[src/rtl/rc5_ir_frontend.sv]
// RC5 infrared receiver front end.
// Synchronises and de-glitches the raw receiver output, measures the width of
// each constant-level segment and classifies it as a 1T (short) or 2T (long)
// half-bit run, flagging widths that fit neither window. An idle flag marks
// the gap between frames; the first level change after idle marks frame start.
module rc5_ir_frontend #(
    parameter logic INVERT      = 1'b1,
    parameter int   FILTER_LEN  = 3,
    parameter int   CNT_W       = 8,
    parameter int   SHORT_MIN   = 20,
    parameter int   SHORT_MAX   = 36,
    parameter int   LONG_MIN    = 48,
    parameter int   LONG_MAX    = 64,
    parameter int   IDLE_CYCLES = 200
) (
    input  logic i_clk,
    input  logic i_rst,
    input  logic i_ir,
    output logic o_level,
    output logic o_pulse_valid,
    output logic o_pulse_level,
    output logic o_pulse_long,
    output logic o_pulse_err,
    output logic o_idle
);

    localparam int FCNT_W = $clog2(FILTER_LEN + 1);
    localparam logic [FCNT_W-1:0] F_LAST    = FCNT_W'(FILTER_LEN - 1);
    localparam logic [CNT_W-1:0]  W_MAX     = {CNT_W{1'b1}};
    localparam logic [CNT_W-1:0]  SHORT_LO  = CNT_W'(SHORT_MIN);
    localparam logic [CNT_W-1:0]  SHORT_HI  = CNT_W'(SHORT_MAX);
    localparam logic [CNT_W-1:0]  LONG_LO   = CNT_W'(LONG_MIN);
    localparam logic [CNT_W-1:0]  LONG_HI   = CNT_W'(LONG_MAX);
    localparam logic [CNT_W-1:0]  IDLE_LAST = CNT_W'(IDLE_CYCLES - 1);

    logic              ir_p0;
    logic              ir_p1;
    logic              s;
    logic [FCNT_W-1:0] fcnt;
    logic              toggle;
    logic [CNT_W-1:0]  w_cnt;

    // Width counter increment that sticks at full scale instead of wrapping.
    function automatic logic [CNT_W-1:0] sat_inc(input logic [CNT_W-1:0] v);
        return (v == W_MAX) ? v : v + 1'b1;
    endfunction

    // Segment classification, returned as {long, err}.
    function automatic logic [1:0] classify(input logic [CNT_W-1:0] w);
        if (w >= SHORT_LO && w <= SHORT_HI) begin
            return 2'b00;
        end else if (w >= LONG_LO && w <= LONG_HI) begin
            return 2'b10;
        end else begin
            return 2'b01;
        end
    endfunction

    // Active-high view of the synchronised input.
    assign s = ir_p1 ^ INVERT;

    // A level change is accepted once it has persisted for FILTER_LEN cycles.
    assign toggle = (s != o_level) && (fcnt == F_LAST);

    // Two-flop synchroniser; resets to the inactive raw level so release is quiet.
    always_ff @(posedge i_clk or posedge i_rst) begin
        if (i_rst) begin
            ir_p0 <= INVERT;
            ir_p1 <= INVERT;
        end else begin
            ir_p0 <= i_ir;
            ir_p1 <= ir_p0;
        end
    end

    // ---- stage boundary: synchronised sample -> filtered level ----
    // Glitch filter: count consecutive disagreeing cycles, flip the level on the last one.
    always_ff @(posedge i_clk or posedge i_rst) begin
        if (i_rst) begin
            fcnt    <= '0;
            o_level <= 1'b0;
        end else begin
            if (s == o_level || toggle) begin
                fcnt <= '0;
            end else begin
                fcnt <= fcnt + 1'b1;
            end
            o_level <= o_level ^ toggle;
        end
    end

    // ---- stage boundary: filtered level -> segment strobe / idle ----
    // Width measurement, segment classification and idle tracking.
    always_ff @(posedge i_clk or posedge i_rst) begin
        if (i_rst) begin
            w_cnt         <= '0;
            o_idle        <= 1'b1;
            o_pulse_valid <= 1'b0;
            o_pulse_level <= 1'b0;
            o_pulse_long  <= 1'b0;
            o_pulse_err   <= 1'b0;
        end else begin
            o_pulse_valid <= 1'b0;
            o_pulse_level <= 1'b0;
            o_pulse_long  <= 1'b0;
            o_pulse_err   <= 1'b0;
            if (toggle) begin
                w_cnt  <= CNT_W'(1);
                o_idle <= 1'b0;
                // The toggle that ends idle is a frame start, not a segment end.
                if (!o_idle) begin
                    o_pulse_valid                <= 1'b1;
                    o_pulse_level                <= o_level;
                    {o_pulse_long, o_pulse_err}  <= classify(w_cnt);
                end
            end else begin
                w_cnt <= sat_inc(w_cnt);
                if (!o_idle && w_cnt == IDLE_LAST) begin
                    o_idle <= 1'b1;
                    // A carrier that never drops is reported once as a bad active segment.
                    if (o_level) begin
                        o_pulse_valid <= 1'b1;
                        o_pulse_level <= 1'b1;
                        o_pulse_err   <= 1'b1;
                    end
                end
            end
        end
    end

endmodule

[config.mk]
export PLATFORM = sky130hd
export DESIGN_NAME = rc5_ir_frontend
export DESIGN_NICKNAME = d
export VERILOG_FILES = /design/src/rtl/rc5_ir_frontend.sv
export SDC_FILE = /design/constraint.sdc
export NUM_CORES = 1
export LEC_CHECK = 0
export CORE_MARGIN = 1.5
export CORE_UTILIZATION = 53
export DETAILED_ROUTE_END_ITERATION = 10
export MAX_ROUTING_LAYER = met4
export PLACE_DENSITY_LB_ADDON = 0.05
export SLEW_MARGIN = 5
export SYNTH_ARGS = -nofsm -noshare
export SYNTH_HDL_FRONTEND = slang
export SYNTH_SLANG_ARGS = --single-unit
[constraint.sdc]
create_clock -name i_clk -period 1.9 [get_ports i_clk]
set_input_delay 0.285 -clock i_clk [delete_from_list [all_inputs] [get_ports i_clk]]
set_output_delay 0.285 -clock i_clk [all_outputs]
set_load 0.03 [all_outputs]
# After elaboration in Yosys (flattened, before gate mapping)
# Index checks and enable logic that the tools add are counted.
# word_totals
ff_bits	18
output_inout_bits	6
word_cells	48
# op_classes
addsub	2
magnitude_cmp	4
eq_ne	6
muxes	17
bitwise_logic	2
reduce_logical	7
# ops
cell	n
8-bit == test, second input constant	2
8-bit two-way mux	2
1-bit two-way mux	12
8-bit by 1-bit adder with 8-bit output, second input constant	1
8-bit by 5-bit greater-or-equal comparator with 1-bit output, second input constant	1
8-bit by 6-bit greater-or-equal comparator with 1-bit output, second input constant	1
8-bit by 6-bit less-or-equal comparator with 1-bit output, second input constant	1
8-bit by 7-bit less-or-equal comparator with 1-bit output, second input constant	1
2-bit two-way mux	3
1-bit logical AND	4
2-bit by 1-bit adder with 2-bit output, second input constant	1
2-bit == test, second input constant	1
2-bit inequality test, second input constant	1
2-bit nonzero test	1
1-bit == test	1
1-bit logical NOT	1
1-bit logical OR	1
1-bit inequality test	1
1-bit NOT	1
1-bit XOR	1

# Depth between registers and ports, before layout
# logic_depth
depth_word	6
ltp_mapped	6

# Least setup slack after synthesis
# Ideal clock, no wire load.
# synth_path
path_kind	flip-flop to flip-flop
startpoint	register w_cnt[0]
endpoint	register w_cnt[0]
setup_ns	0.125
arrival_time_ns	1.375
setup_slack_ns	0.400
stages_incl_launch_ff	7
period_less_slack_ns	1.500
path_cell_list	dfrtp_1 -> ha_1 -> nand3_2 -> or3_1 -> buf_6 -> xnor2_1 -> nand2_1
# synth_between
elab_chain_len	3
word_cells_on_any_way	5
# synth_rtl
item	line	source
from (decl)	41	logic [CNT_W-1:0] w_cnt;
from (signal assigned)	117	w_cnt <= sat_inc(w_cnt);
8-bit by 1-bit adder with 8-bit output	45	return (v == W_MAX) ? v : v + 1'b1;
8-bit two-way mux	45	
8-bit two-way mux	107	if (toggle) begin
# Parallel ways exist; a longest one is shown, timed or not. The select of a mux whose other input is x is not followed.
# A chain may end at the register's enable or synchronous reset.

# Final worst setup path
# layout_path
startpoint	register o_idle
endpoint	output o_idle
# layout_lines
item	line	source
from (decl)	24	output logic o_idle
from (signal assigned)	97	o_idle <= 1'b1;
from (signal assigned)	109	o_idle <= 1'b0;
from (signal assigned)	119	o_idle <= 1'b1;
# No word-level cell between the ends.

==> impl_results.md <==
- Mapped Avg Cell Area: 10.5 um2
- Cell Pwr Density: 1360 nW/um2
- Port bufs: 8
- Layout cells sized above 1: 12.2%
- # IOs: 9
- Initial antenna violation count: 0
- Fin util: 64.8%
- Slowest cell on crit path: clkdlybuf4s50_1
- Final Hold Vio Count: 0
- Wire per inst: 12.9 um
- Die width: 42.9 um
- Crit path max-delay family: buffers and inverters
- Period utilization: 95.4%
- Mapped Cells: 80
- Measured slew at the worst slew-check pin: 0.663 ns
- Area post-placement: 928 um2
- Synth warn: 0
- Slew Limit Fails: 0
- Result of the run: finished clean
- Required time of the worst setup path: 1.62 ns
- Number of DRC markers in iteration 0: 16
- Post-synthesis sequential area ratio: 53.9%
- Clk Latency, worst-skew pair: 0.29 ns
- First-pass GRT wire length: 2.22 mm
- P_leak: 0.450 nW
- DR vias: 591
- Register area: 454 um2
- Endpoint arrival time on the critical path: 1.53 ns
- Leading area contributor after synthesis: dfrtp_1
- CTS clk-pin slew, worst paths: 0.10 ns
- Final Critical Period: 1.81 ns
- CP peak stage delay: 0.67 ns
- H-tree depth: 1
- Critical path class: reg2out
- WHS: 0.364 ns
- Die Footprint: 1840 um2
- DP Cell Count: 102
- Die span in y: 42.9 um
- Via density: 5.58
- Post-synthesis net count: 86
- CTS buffer count: 3
- Cts hold-fix bufs: 0
- Finished Layout Cells: 106
- Grt total ovfl: 0
- Slew margin rel.: 55.7%
- Post-CTS resize count: 0
- Layout area overhead: 14.4%
- Hold Path Class: reg2reg
- Seq cells post-synth: 18
- Drt drc: 0
- Largest net degree at the start of global routing: 19
- FILL cells: 126
- Total track usage: 16.7%
- Max VDD drop: 809 uV
- Clock sink total: 18
- Pre-antenna DRT Iters: 4
- Row cnt: 14
- RSZ-0062 raised after global routing: no
- Finished Cell Area: 965 um2
- Worst-case clock buffer depth: 2
- Antenna cells: 0
- Post-synth cell types: 29
- Vias in the first global route: 519
- Root Buffer: clkbuf_4
- Detail Route Antenna Nets: 0
- Critical-path maximum fanout: 5
- Setup violators final: 0
- Total Wirelength: 1.37 mm
- Detail Placement HPWL: 984 um
- Final GP Congestion: 0.782
- Peak Freq: 552 MHz
- CTS tree: done
- Cells along the critical path: clkdlybuf4s50_1
- Layout Nets: 97
- Synth area leaders: dfrtp_1, dfstp_2, ha_1
- TNS Setup: 0 ns
- Crit start category: flop
- Top cell type's share of synthesized area: 44.5%
- Post-Syn Area: 843 um2
- Clk_skew: 0.00773 ns
- Initial core utilization: 56.6%
- Core area: 1490 um2
- Max Cap Viol: 0
- Post-CTS Setup Bufs: 0
- Area taken by multi-input logic gates: 352 um2
- WP buf/inv: 1
- Setup crit end kind: output port
## placed cells by master, fill, tap and decap left out, drive strengths merged, types with 2 or more instances in the layout
cell type	netlist	layout
nor3	3	3
inv	6	6
a31oi	3	3
dfstp	3	3
ha	3	3
a21oi	3	3
xor2	2	2
o21ai	6	6
clkdlybuf4s50	0	8
dfrtp	15	15
xnor2	2	2
nand2	6	6
nand3	2	2
and3	4	4
clkbuf	1	4
nor2	8	8
mux2i	2	2
## power by group
part	switching [mW]	internal [mW]	total, mW
Combinational	0.238	0.210	0.448
Clock	0.114	0.117	0.231
Sequential	0.137	0.494	0.632
Total	0.489	0.821	1.31
## worst paths after layout
path                            startpoint        to  slack [ns]  depth (start not counted)
worst min-delay path                 ir_p0     ir_p1        0.36                          0
min in group asynchronous            i_rst  w_cnt[6]        0.38                          2
worst max-delay path                o_idle    o_idle        0.09                          1
worst max register to register    w_cnt[0]  w_cnt[0]        0.26                          5
max in group asynchronous            i_rst   o_level        1.09                          2
worst min register to register       ir_p0     ir_p1        0.36                          0
## area by class of cell
class	count	share of cell area [%]
timing repair buffer	8	8.30
tap	16	2.08
inverter	6	2.33
sequential	18	47.1
clock buffer	4	3.76
multi-input combinational	54	36.4
## layer usage
layer | routed length (um) | vias up | GRT usage [%]
met4 | 0 | 0 | 5.63
met2 | 651 | 6 | 24.5
met1 | 685 | 285 | 22.8
met5 | 0 | - | -
li1 | - | 300 | -
met3 | 31 | 0 | 3.83
## state kept, by name (all words and copies together), names as in the netlist
name	count
o_level	1
ir_p1	1
o_pulse_valid	1
o_pulse_long	1
fcnt	2
o_pulse_err	1
w_cnt	8
o_idle	1
o_pulse_level	1
ir_p0	1
## cell usage after synthesis
master	n
clkbuf_1	1
ha_1	3
a31oi_1	3
and4_1	1
and2_0	1
buf_6	1
dfrtp_1	15
and3_1	3
o21ai_0	6
nor3_1	3
a211oi_1	1
nor2_1	8
mux2i_1	2
a221oi_1	1
inv_1	6
or3_1	1
nand3b_1	1
o211a_1	1
and3_2	1
xor2_1	2
nor4b_2	1
nor2b_1	1
nand3_1	1
xnor2_1	2
a21oi_1	3
dfstp_2	3
o31a_2	1
nand2_1	6
nand3_2	1
## metrics by stage
stage          total power, mW  worst slack [ns]
6_report                  1.31            0.0883
5_1_grt                   1.41            0.0475
4_1_cts                   1.32            0.0789
3_5_place_dp              1.09             0.277
3_3_place_gp              1.07             0.318
2_1_floorplan            0.949             0.400
## cells by family after synthesis
| logic type | synth area share (%) |
|---|---|
| AND/OR/NAND/NOR | 18.8 |
| flip-flops | 53.9 |
| buffers and inverters | 4.45 |
| AO/OA/AOI/OAI | 11.9 |
| multiplexers | 2.37 |
| XOR/XNOR | 4.16 |
| adder cells (fa/ha/maj) | 4.45 |
Power figures use the tool's default switching activity.
